--- src/rtl/cdc_handshake_rx.sv ---
`default_nettype none
// ============================================================================
// Module      : cdc_handshake_rx
// Description : Destination side of a 4-phase req/ack CDC handshake with
//               request synchronizer, consumer valid/ready and a timeout flag.
// Revision    : 1.0 - initial release
// ============================================================================
module cdc_handshake_rx #(
  parameter int DATA_WIDTH  = 8,
  parameter int NUM_STAGES  = 2,
  parameter int TIMEOUT_CYC = 255
) (
  input  logic                  CLK,
  input  logic                  RST_n,
  input  logic                  REQ_ASYNC,
  input  logic [DATA_WIDTH-1:0] DATA_ASYNC,
  input  logic                  OUT_READY,
  input  logic                  ERR_CLR,
  output logic [DATA_WIDTH-1:0] OUT_DATA,
  output logic                  OUT_VALID,
  output logic                  ACK,
  output logic                  BUSY,
  output logic                  ERR
);

  localparam int                 c_CNT_W   = $clog2(TIMEOUT_CYC + 1);
  localparam logic [c_CNT_W-1:0] c_CNT_MAX = c_CNT_W'(TIMEOUT_CYC);

  typedef enum logic [1:0] {
    IDLE   = 2'd0,
    VALID  = 2'd1,
    ACK_HI = 2'd2
  } state_t;

  logic [NUM_STAGES-1:0] r_sync;
  logic                  w_req_s;
  state_t                r_state,    w_state_nx;
  logic [DATA_WIDTH-1:0] r_out_data, w_out_data_nx;
  logic                  r_valid,    w_valid_nx;
  logic                  r_ack,      w_ack_nx;
  logic                  r_err,      w_err_nx;
  logic [c_CNT_W-1:0]    r_cnt,      w_cnt_nx;

  // Request synchronizer; only its last stage is visible to the FSM.
  always_ff @(posedge CLK or negedge RST_n) begin
    if (!RST_n) r_sync <= '0;
    else        r_sync <= {r_sync[NUM_STAGES-2:0], REQ_ASYNC};
  end

  assign w_req_s = r_sync[NUM_STAGES-1];

  always_ff @(posedge CLK or negedge RST_n) begin
    if (!RST_n) begin
      r_state    <= IDLE;
      r_out_data <= '0;
      r_valid    <= 1'b0;
      r_ack      <= 1'b0;
      r_err      <= 1'b0;
      r_cnt      <= '0;
    end else begin
      r_state    <= w_state_nx;
      r_out_data <= w_out_data_nx;
      r_valid    <= w_valid_nx;
      r_ack      <= w_ack_nx;
      r_err      <= w_err_nx;
      r_cnt      <= w_cnt_nx;
    end
  end

  always_comb begin
    w_state_nx    = r_state;
    w_out_data_nx = r_out_data;
    w_valid_nx    = r_valid;
    w_ack_nx      = r_ack;
    w_cnt_nx      = r_cnt;
    w_err_nx      = r_err;

    case (r_state)
      IDLE: begin
        if (w_req_s) begin
          w_out_data_nx = DATA_ASYNC;
          w_valid_nx    = 1'b1;
          w_state_nx    = VALID;
        end
      end
      VALID: begin
        if (OUT_READY) begin
          w_valid_nx = 1'b0;
          w_ack_nx   = 1'b1;
          w_cnt_nx   = '0;
          w_state_nx = ACK_HI;
        end
      end
      ACK_HI: begin
        if (!w_req_s) begin
          w_ack_nx   = 1'b0;
          w_state_nx = IDLE;
        end else if (r_cnt != c_CNT_MAX) begin
          w_cnt_nx = r_cnt + c_CNT_W'(1);
        end
      end
      default: begin
        w_state_nx = IDLE;
      end
    endcase

    // Set has priority over clear; the stale counter is ignored outside ACK_HI.
    if ((r_state == ACK_HI) && (r_cnt == c_CNT_MAX)) w_err_nx = 1'b1;
    else if (ERR_CLR)                                w_err_nx = 1'b0;
  end

  assign OUT_DATA  = r_out_data;
  assign OUT_VALID = r_valid;
  assign ACK       = r_ack;
  assign ERR       = r_err;
  assign BUSY      = (r_state != IDLE);

endmodule
`default_nettype wire

--- config.mk ---
export PLATFORM = sky130hd
export DESIGN_NAME = cdc_handshake_rx
export DESIGN_NICKNAME = d
export VERILOG_FILES = /design/src/rtl/cdc_handshake_rx.sv
export SDC_FILE = /design/constraint.sdc
export NUM_CORES = 1
export LEC_CHECK = 0
export CORE_ASPECT_RATIO = 1.2
export CORE_MARGIN = 2
export CORE_UTILIZATION = 26
export CTS_BUF_LIST = sky130_fd_sc_hd__clkbuf_16
export CTS_CLUSTER_DIAMETER = 100
export DETAILED_ROUTE_END_ITERATION = 10
export MAX_ROUTING_LAYER = met4
export SYNTH_ARGS = -nofsm -noshare
export SYNTH_HDL_FRONTEND = slang
export SYNTH_SLANG_ARGS = --single-unit
--- constraint.sdc ---
create_clock -name CLK -period 4.25 [get_ports CLK]
set_input_delay 0.425 -clock CLK [delete_from_list [all_inputs] [get_ports CLK]]
set_output_delay 0.425 -clock CLK [all_outputs]
set_load 0.02 [all_outputs]
==> metrics.txt <==
Die Wd 63.31 um; YS warnings 0; unrepaired setup endpoints after global routing no; WP data arrival 1640 ps; PortBufs 24; Mapped Cells 93; cell row count 25; Skew-Pair Late Insertion Delay 260 ps; die extent in y 75.17 um; DP Wirelength 1574 um; worst vdd ir 0.2565 mV; Avg Cell Area, Syn 11.80 um^2; Layout Skew 1.672 ps; EDFF count, synth 0; vias in the first global route 878; Yosys top cell area share 52.45%; Congestion Overflow GR 0; net count after synthesis 107; worst-path maximum fanout 12; final setup TNS 0 ps; Crit-path slowest cell clkdlybuf4s50_1; sequential area share after synthesis 52.45%; first-pass GRT wire length 3933 um; largest net degree at the start of global routing 24; core area 4004 um^2; final period utilization 48.57%; Power Density 649.1 nW/um^2; CP startpoint kind register; minimum clock period 2064 ps; CP Class reg -> out; layout cells sized above 1 16.10%; Pleak 0.5810 nW; Syn Std Cell Area 1097 um^2; CTS H-Tree Depth 1; Yosys top cell by area dfrtp_1; Final setup viols 0; Num Clock Sinks 23; status finished, final reports clean; Synth cell types 36; Die ar. 4758 um^2; Total GRT Usage 10.91%; Max-Cap Viols 0; top cells by count, synth 23 x dfrtp_1, 11 x inv_1, 8 x mux2_2, 8 x o21ai_0, 3 x nand2_1; first drt pass iteration count 2; Seq cells post-synth 23; post-detailed-route DRC marker count 0; Worst path max stage delay 540 ps; worst-margin pin slew 1003 ps; Ant. Diodes 0; top cells by area, synth dfrtp_1 52%, mux2_2 8.2%, inv_1 3.8%, o21ai_0 3.6%, o32a_4 2.1%; Area Overhead vs Synth 32.95%; post-route ant nets 0; initial core utilization 27.41%; Slew Viols, Final 0; placed cells 168; CTS Hold Bufs 0; path type of the worst min-delay path reg -> reg; Post-CTS Repair Setup Buffers 0; CTS tree built; CTS buffer count 3; Worst-path clk slew 60 ps; maximum clock insertion buffer count 2; 1st-iter DRT viols 13; crit-path cells or2_2 > clkdlybuf4s50_1; WL/cell 12.15 um; Rel. slew slack 32.92%; DRT Wirelength 2089 um; top-count cell post-synth dfrtp_1; post_cts resized 0; vias per inst 4.698; via count 808; fin nets 133; Async S/R FF share, synth 100.0%; GPL Wtd Cong 0.8420; io pins 25; WP data required 3830 ps; CP endpoint kind output port; Final Hold Viols 0; CP bufs+invs 1; Finished Layout Cells 172; clk root buf clkbuf_16; Highest Clock Rate 484.4 MHz; commonest register cell after synthesis dfrtp_1; initial antenna violation count 0; CP delay by family, top buffers and inverters
[sequential cells by signal (all words and copies together), names as in the netlist]
signal / count
r_cnt: 8
OUT_DATA: 8
ERR: 1
ACK: 1
r_sync: 2
r_state: 2
OUT_VALID: 1
[power by group]
| group | switching, mW | total, mW | internal, mW | leakage (nW) |
|---|---|---|---|---|
| sequential | 0.0812 | 0.376 | 0.295 | 0.285 |
| combinational | 0.168 | 0.365 | 0.198 | 0.255 |
| clock | 0.0786 | 0.205 | 0.127 | 0.0409 |
| total | 0.328 | 0.947 | 0.619 | 0.581 |
[final timing paths]
check	startpoint	end	slack, ps	depth (start not counted)
max in group asynchronous	RST_n	r_cnt[2]$_DFFE_PN0P_	2930	1
min in group asynchronous	RST_n	OUT_DATA[6]$_DFFE_PN0P_	720	1
max reg2reg	r_cnt[0]$_DFFE_PN0P_	r_cnt[5]$_DFFE_PN0P_	2630	4
min reg2reg	r_sync[0]$_DFF_PN0_	r_sync[1]$_DFF_PN0_	370	0
min	r_sync[0]$_DFF_PN0_	r_sync[1]$_DFF_PN0_	370	0
max	r_state[1]$_DFFE_PN0P_	BUSY	2190	2
[logic make-up (layout without fill, tap and decap cells)]
group	count (synthesis)	count (layout)	share of synthesized area [%]
muxes	9	9	9.122
buffers and inverters	14	39	6.157
xor gates and xnor gates	1	1	0.7983
and+or+nand+nor	20	20	13.46
adders and majority gates	1	1	1.140
AOI/OAI and AO/OA	25	25	16.88
DFF	23	23	52.45
[routing by layer]
layer / global-route usage [%] / up-vias / wire, um
met5: - / - / 0
met1: 11.88 / 387 / 869
met2: 18.79 / 25 / 1075
li1: - / 390 / -
met3: 1.794 / 6 / 92
met4: 7.005 / 0 / 51
[cell usage in the layout, fill, tap and decap left out, types with 2 or more instances in the layout]
cell,n
or4_1,2
nand2_1,3
mux2_2,8
a21oi_1,2
dfrtp_1,23
inv_1,11
o21ai_0,8
nand3_1,2
o22ai_1,2
and3b_1,2
o211ai_1,2
clkdlybuf4s50_1,24
clkbuf_16,3
nand2b_1,2
o221ai_1,2
[final cells by class]
cell class                      count  area (um^2)
Fill cell                         423         2545
Sequential cell                    23        575.6
Multi-Input combinational cell     56        454.2
Timing Repair Buffer               24        240.2
Clock buffer                        3        75.07
Tap cell                           54        67.56
Inverter                           11        41.29
Clock inverter                      1        5.005
[metrics by stage]
stage	hold WS, ps	area [um^2]	power (mW)	setup WS (ps)	util, %
final	366.2	1459	0.9470	2186	36.44
after global routing	371.6	1459	1.012	2105	36.44
after CTS	369.1	1459	0.9599	2178	36.44
after detailed placement	347.6	1379	0.7494	2466	34.44
after global placement	337.9	1379	0.7391	2480	34.44
after floorplan	129.4	1097	0.5974	2861	-
Note: power is estimated with default switching activity, not from simulation.
